**config.mk**
```make
export PLATFORM = sky130hd
export DESIGN_NAME = reg_mux
export DESIGN_NICKNAME = d
export VERILOG_FILES = /design/src/rtl/reg_mux_pkg.sv /design/src/rtl/reg_mux_skid.sv /design/src/rtl/reg_mux.sv
export SDC_FILE = /design/constraint.sdc
export NUM_CORES = 1
export LEC_CHECK = 0
export ABC_AREA = 1
export BUFFER_PORTS_ARGS = -buffer_cell sky130_fd_sc_hd__buf_2
export CORE_ASPECT_RATIO = 1.1
export CORE_UTILIZATION = 49
export DETAILED_ROUTE_END_ITERATION = 10
export HOLD_SLACK_MARGIN = 0.15
export PLACE_DENSITY = 0.77
export SYNTH_ARGS = -nofsm -noshare
export SYNTH_HDL_FRONTEND = slang
export SYNTH_SLANG_ARGS = --single-unit
```
**constraint.sdc**
```tcl
create_clock -name clk -period 1.3 [get_ports clk]
set_input_delay 0.065 -clock clk [delete_from_list [all_inputs] [get_ports clk]]
set_output_delay 0.065 -clock clk [all_outputs]
set_load 0.01 [all_outputs]
```
**src/rtl/reg_mux_pkg.sv**
```systemverilog
// reg_mux shared constants.
// Default width and reset value of the output word.
package reg_mux_pkg;

  localparam int DEF_WIDTH = 8;

  localparam logic DATA_RST_BIT = 1'b0;

  localparam logic [DEF_WIDTH-1:0] DATA_RST =
    {DEF_WIDTH{DATA_RST_BIT}};

  localparam logic SEL_RST = 1'b0;

endpackage

```
**src/rtl/reg_mux_skid.sv**
```systemverilog
// reg_mux_skid: one-entry skid buffer, valid/ready both sides.
// s_ready is registered; it is high exactly when the entry is empty.
module reg_mux_skid #(
  parameter int W = 9
) (
  input  logic         clk,
  input  logic         rst_n,
  input  logic         s_valid,
  output logic         s_ready,
  input  logic [W-1:0] s_data,
  output logic         m_valid,
  input  logic         m_ready,
  output logic [W-1:0] m_data
);

  import reg_mux_pkg::*;

  logic         full;
  logic         full_next;
  logic         acc;
  logic [W-1:0] hold;

  assign acc = s_valid & s_ready;

  // The held entry always goes out before a fresh beat.
  assign m_valid = full | acc;
  assign m_data  = full ? hold : s_data;

  // Entry fills on an accepted beat the consumer cannot take.
  always_comb begin
    full_next = full;
    if (full) begin
      full_next = ~m_ready;
    end else begin
      full_next = acc & ~m_ready;
    end
  end

  // Entry storage and registered ready.
  always_ff @(posedge clk or negedge rst_n) begin
    if (!rst_n) begin
      full    <= 1'b0;
      hold    <= {W{DATA_RST_BIT}};
      s_ready <= 1'b1;
    end else begin
      full    <= full_next;
      s_ready <= ~full_next;
      if (!full && acc && !m_ready) begin
        hold <= s_data;
      end
    end
  end

endmodule

```
**src/rtl/reg_mux.sv**
```systemverilog
// reg_mux: registered 2:1 selector with skid-buffered valid/ready.
// Define REG_MUX_PARITY_EN to add the registered parity_out port.
module reg_mux
  import reg_mux_pkg::*;
#(
  parameter int WIDTH = DEF_WIDTH
) (
  input  logic             clk,
  input  logic             rst_n,
  input  logic [WIDTH-1:0] data_in0,
  input  logic [WIDTH-1:0] data_in1,
  input  logic             sel,
  input  logic             in_valid,
  output logic             in_ready,
  output logic [WIDTH-1:0] data_out,
  output logic             out_valid,
  input  logic             out_ready,
  output logic             sel_out
`ifdef REG_MUX_PARITY_EN
  ,
  output logic             parity_out
`endif
);

`ifdef REG_MUX_PARITY_EN
  localparam int PW = WIDTH + 2;
`else
  localparam int PW = WIDTH + 1;
`endif

  logic [WIDTH-1:0] word;
  logic [PW-1:0]    in_pl;
  logic [PW-1:0]    out_pl;
  logic             sk_valid;
  logic             load;

  assign word = sel ? data_in1 : data_in0;

`ifdef REG_MUX_PARITY_EN
  assign in_pl = {^word, sel, word};
`else
  assign in_pl = {sel, word};
`endif

  // Output stage takes a word when empty or draining.
  assign load = ~out_valid | out_ready;

  reg_mux_skid #(
    .W (PW)
  ) u_skid (
    .clk     (clk),
    .rst_n   (rst_n),
    .s_valid (in_valid),
    .s_ready (in_ready),
    .s_data  (in_pl),
    .m_valid (sk_valid),
    .m_ready (load),
    .m_data  (out_pl)
  );

  // Output register; word/sel only change on a real load.
  always_ff @(posedge clk or negedge rst_n) begin
    if (!rst_n) begin
      out_valid <= 1'b0;
      data_out  <= {WIDTH{DATA_RST_BIT}};
      sel_out   <= SEL_RST;
    end else if (load) begin
      out_valid <= sk_valid;
      if (sk_valid) begin
        data_out <= out_pl[WIDTH-1:0];
        sel_out  <= out_pl[WIDTH];
      end
    end
  end

`ifdef REG_MUX_PARITY_EN
  // Parity travels with the word it was computed from.
  always_ff @(posedge clk or negedge rst_n) begin
    if (!rst_n) begin
      parity_out <= 1'b0;
    end else if (load && sk_valid) begin
      parity_out <= out_pl[WIDTH+1];
    end
  end
`endif

endmodule

```
Yosys cells after proc, flatten, opt, wreduce, memory -nomap -nowiden
Cells that the tools add are included.
Widths: inputs -> output; s select.
{"block": "word_totals", "register_bits": 21, "input_bits": 21, "elab_cells": 21, "out_inout_bits": 11}
{"block": "op_classes", "reduce_logical": 5, "bitwise": 7, "n_mux": 3}
{"cell": "$mux 9", "count": 1}
{"cell": "$mux 8", "count": 1}
{"cell": "$not 1->1", "count": 3}
{"cell": "$and 1x1->1", "count": 2}
{"cell": "$logic_and 1x1->1", "count": 2}
{"cell": "$logic_not 1->1", "count": 2}
{"cell": "$or 1x1->1", "count": 2}
{"cell": "$reduce_and 2->1", "count": 1}
{"cell": "$mux 1", "count": 1}

Longest topological paths before layout
{"block": "depth", "word_depth": 6, "mapped_depth": 6, "depth_no_buf": 6}

Hierarchy
From an unflattened synthesis, not the netlist that was laid out.
{"block": "hier_totals", "cells_unflattened": 143, "hier_area_um2": 1064.8}
{"module": "reg_mux_skid", "instances": 1, "area_per_inst_um2": 548.0, "seq_area_each_um2": 276.5, "cells_each": 75}
{"module": "reg_mux", "instances": 1, "area_per_inst_um2": 516.7, "seq_area_each_um2": 250.2, "cells_each": 68}

Worst setup path before layout
No wires, ideal clock.
{"block": "synth_timing", "path_type": "register to register", "start": "reg u_skid.s_ready", "end": "reg u_skid.hold[8]", "synth_period_minus_slack_ns": 1.190, "path_stages_with_launch": 6, "arrival_ns": 1.067, "required_ns": 1.177, "path_buffers": 0, "setup_ns": 0.123, "setup_slack_ns": 0.110, "path_cell_list": "dfstp_2 nand2_1 nor2_4 nand2_2 nand2_1 o21ai_1"}
{"block": "synth_between", "elab_chain_cells": 3}
{"element": "start, declared", "line_no": "reg_mux_skid.sv:9", "rtl": "output logic s_ready,"}
{"element": "start signal, assigned", "line_no": "reg_mux_skid.sv:47", "rtl": "s_ready <= ~full_next;"}
{"element": "$and 1x1->1", "line_no": "reg_mux_skid.sv:23", "rtl": "assign acc = s_valid & s_ready;"}
{"element": "$logic_and 1x1->1 (2 in a row)", "line_no": "reg_mux_skid.sv:48", "rtl": "if (!full && acc && !m_ready) begin"}
{"element": "end signal, assigned", "line_no": "reg_mux_skid.sv:43", "rtl": "hold <= {W{DATA_RST_BIT}};"}
{"element": "end signal, assigned", "line_no": "reg_mux_skid.sv:49", "rtl": "hold <= s_data;"}
{"element": "end, declared", "line_no": "reg_mux_skid.sv:21", "rtl": "logic [W-1:0] hold;"}
No other way between the ends.
A chain may end at the register's enable or synchronous reset.

Worst setup path in the final report
{"block": "layout_timing", "start": "reg u_skid.full", "end": "reg data_out[0]"}
{"block": "layout_between", "elab_chain_cells": 2, "word_cells_on_any_way": 3, "cone_classes": "mux (1); bitwise (1); reduce/logical (1)"}
{"element": "start, declared", "line_no": "reg_mux_skid.sv:18", "rtl": "logic full;"}
{"element": "start signal, assigned", "line_no": "reg_mux_skid.sv:46", "rtl": "full <= full_next;"}
{"element": "$or 1x1->1", "line_no": "reg_mux_skid.sv:26", "rtl": "assign m_valid = full | acc;"}
{"element": "$reduce_and 2->1 (no source line)"}
{"element": "end signal, assigned", "line_no": "reg_mux.sv:65", "rtl": "data_out <= {WIDTH{DATA_RST_BIT}};"}
{"element": "end signal, assigned", "line_no": "reg_mux.sv:70", "rtl": "data_out <= out_pl[WIDTH-1:0];"}
{"element": "end, declared", "line_no": "reg_mux.sv:15", "rtl": "output logic [WIDTH-1:0] data_out,"}
Parallel ways exist; a longest one is shown, timed or not.

==> metrics.txt <==
result of the run finished clean; delay contributed by the slowest stage of the critical path 460 ps; nets 214; yosys synthesis warning count 0; top fanout value on the critical path 16; H-Tree Level Count 1; Hold Vio Cnt, Final 0; clock tree from TritonCTS yes; first-pass GRT wire length 4110 µm; highest clock frequency the design can meet 842 MHz; XOR/XNOR Fraction of Synth Area 0%; final WL 2550 µm; max_slew headroom 69.5%; sequential cell area fraction in the yosys report 51.2%; pre-CTS WS 114 ps; met3 layer usage reported by global route 3.30%; crit path from u_skid.full$_DFF_PN0_; final setup slack of the worst path 113 ps; crit-path cells inv_2 -> nand2_2 -> nand2_8 -> inv_2 -> nand3_1 -> nand2_1; Antenna Diode Count 0; met1 usage in global routing between 30% and 40%; RePlAce Congestion 0.788; FF/Latch Area 527 µm²; Die H 50.1 µm; Boundary Pins 32; simple-gate share of the synthesized area 43.6%; clock-pin slew on the worst setup and hold paths 120 ps; CP max-delay cell sky130_fd_sc_hd__dfrtp_1; final setup fails 0; die area 2290 µm²; post-synthesis sequential element count 21; Sinks on Clock Net 21; Worst path most repeated cell sky130_fd_sc_hd__inv_2; end of the critical path data_out[0]$_DFFE_PN0P_; Crit. End Element flip-flop; setup repair after global routing missed its margin no; largest net degree at the start of global routing 22; synthesized net count ~160; number of design-rule violations left by the first detailed-router iteration 32; register-to-register path setup slack around 110 ps; startpoint class of the critical path flip-flop; data required time of the critical path 1500 ps; worst hold path type primary input to flip-flop; # rows 17; unique cell type count in the Yosys netlist 15; effective utilization at floorplan approximately 50%; clock tree root driver cell sky130_fd_sc_hd__clkbuf_4; filler cell count 170; Post-Syn Area 1030 µm²; source of the worst register-to-register timing path u_skid.full$_DFF_PN0_; Initial DRT Pass Iterations 4; Syn-to-layout area delta 41.4%; critical setup path kind flip-flop to flip-flop; total negative slack 0 ps; post-route antenna net violation count 0; post-route DRC violation count 0; mux contribution to synthesized area 0%; max-cap violations 0; combinational family with the most area after synthesis simple AND/OR/NAND/NOR gates; via count of the routed design 1086; cells after synthesis approximately 140; arrival time reported for the critical path endpoint about 1400 ps; cell depth of the worst flop-to-flop path 6; final critical delay including setup and external delays approximately 1200 ps; maximum buffer depth of the clock tree 2; post-synthesis compound-gate area fraction 0.972%; area of the multi-input gates between 400 and 500 µm²; Final Cycle Share 91.3%; via/cell ratio 4.94; actual transition at the worst max-transition pin 458 ps; estimated wirelength of the detail-placed design 1580 µm; capturing point of the worst reg2reg path data_out[0]$_DFFE_PN0P_; most used routing layer in global routing met2; number of global-route vias before repair 976; number of antenna violations at the first check in global routing 0; Clock Latency Late Sink 300 ps; Cell Pwr Density 1320 nW/µm²; met2 track utilization from global routing 38.8%; GRT Total Usage 24.9%; clock skew after layout 3.55 ps; Final Slew Violations 0; Avg Cell Area, Syn 7.46 µm²; post-detailed-route wirelength per cell about 12 µm; CORE AREA 2000 µm²; clock buffer count from CTS 3; fraction of the mapped netlist area in adder cells 0%; horizontal extent of the die 45.7 µm; total global routing overflow 0; ratio of cells with drive above 1 in the final layout between 20% and 30%; worst IR drop on VDD slightly below 900 µV; reported leakage power 0.833 nW; Port-buffer cells 31
what timing repair did:
action                                  CTS  global route
endpoints found under the hold margin    38             2
hold buffers                             19             2
endpoints found under the setup margin    0             8
setup buffers                             0             1
gates resized for setup                   0             5
synthesized netlist by cell type, drive strengths merged:
cell,number,area share [%]
o21ai,2,0.97
inv,6,2.2
buf,3,2.1
or2,3,1.8
nand3,19,9.2
nand2,73,28
nor2,11,4.7
dfstp,1,2.6
dfrtp,20,49
layout make-up:
cell class	instances	area share, %
clock buffers	4	1.80
inverters	6	1.72
multi-input cells	108	32.6
flip-flops and latches	21	36.2
well taps	28	2.41
repair buffers	53	25.3
state kept, by name, summed over array words and instances, names as in the netlist:
signal,flops
u_skid.s_ready,1
u_skid.hold,9
u_skid.full,1
sel_out,1
out_valid,1
data_out,8
critical path, delay by kind of cell, from the launching register on:
kind	cells	cell delay [ps]
AND/OR/NAND/NOR	4	390
buffers and inverters	2	230
flip-flops	1	460
kinds of logic after synthesis:
family / Yosys count
AOI/OAI and AO/OA: 2
buffers and inverters: 9
DFF: 21
and+or+nand+nor: 106
how the worst min path moves through the flow:
stage,startpoint,cells past startpoint,to
2_1_floorplan,rst_n,0,data_out[0]$_DFFE_PN0P_
3_3_place_gp,rst_n,1,data_out[1]$_DFFE_PN0P_
4_1_cts,data_in1[7],5,data_out[7]$_DFFE_PN0P_
3_5_place_dp,rst_n,1,data_out[1]$_DFFE_PN0P_
5_1_grt,sel,5,u_skid.hold[1]$_DFFE_PN0P_
6_report,sel,5,u_skid.hold[0]$_DFFE_PN0P_
metal layers:
metal | share of wire (%) | wire length [µm] | vias to the layer above
met3 | 5.6 | 143 | 4
li1 | - | - | 541
met4 | 1.3 | 32 | 0
met1 | 43 | 1100 | 501
met5 | 0 | 0 | -
met2 | 50 | 1270 | 40
cells in the final DEF, fill, tap and decap left out, types with 2 or more instances in the layout:
master and instances:
sky130_fd_sc_hd__buf_2 31, sky130_fd_sc_hd__buf_4 3, sky130_fd_sc_hd__clkbuf_4 3, sky130_fd_sc_hd__dfrtp_1 20, sky130_fd_sc_hd__dlygate4sd3_1 19, sky130_fd_sc_hd__inv_1 2
sky130_fd_sc_hd__inv_2 3, sky130_fd_sc_hd__nand2_1 67, sky130_fd_sc_hd__nand2_2 5, sky130_fd_sc_hd__nand3_1 19, sky130_fd_sc_hd__nor2_1 10, sky130_fd_sc_hd__or2_2 3
report_power, final:
group / switching, W / internal (W) / leakage, nW
Combinational: 0.000366 / 0.000278 / 0.558
Clock: 0.000197 / 0.000120 / 0.0150
Sequential: 0.000108 / 0.000857 / 0.260
Total: 0.000671 / 0.00125 / 0.833
per-stage QoR:
stage                     std cells  instance area (µm²)  hold slack (ps)  util (%)  power (W)
after CTS                       219                 1430              160      71.5    0.00190
after floorplan                 138                 1030             -231         -    0.00133
after global routing            220                 1460              237      72.8    0.00206
final                           220                 1460              203      72.8    0.00193
after global placement          196                 1210             39.9      60.7    0.00153
after detailed placement        196                 1210             47.1      60.7    0.00155
(Power assumes the default switching activity.)
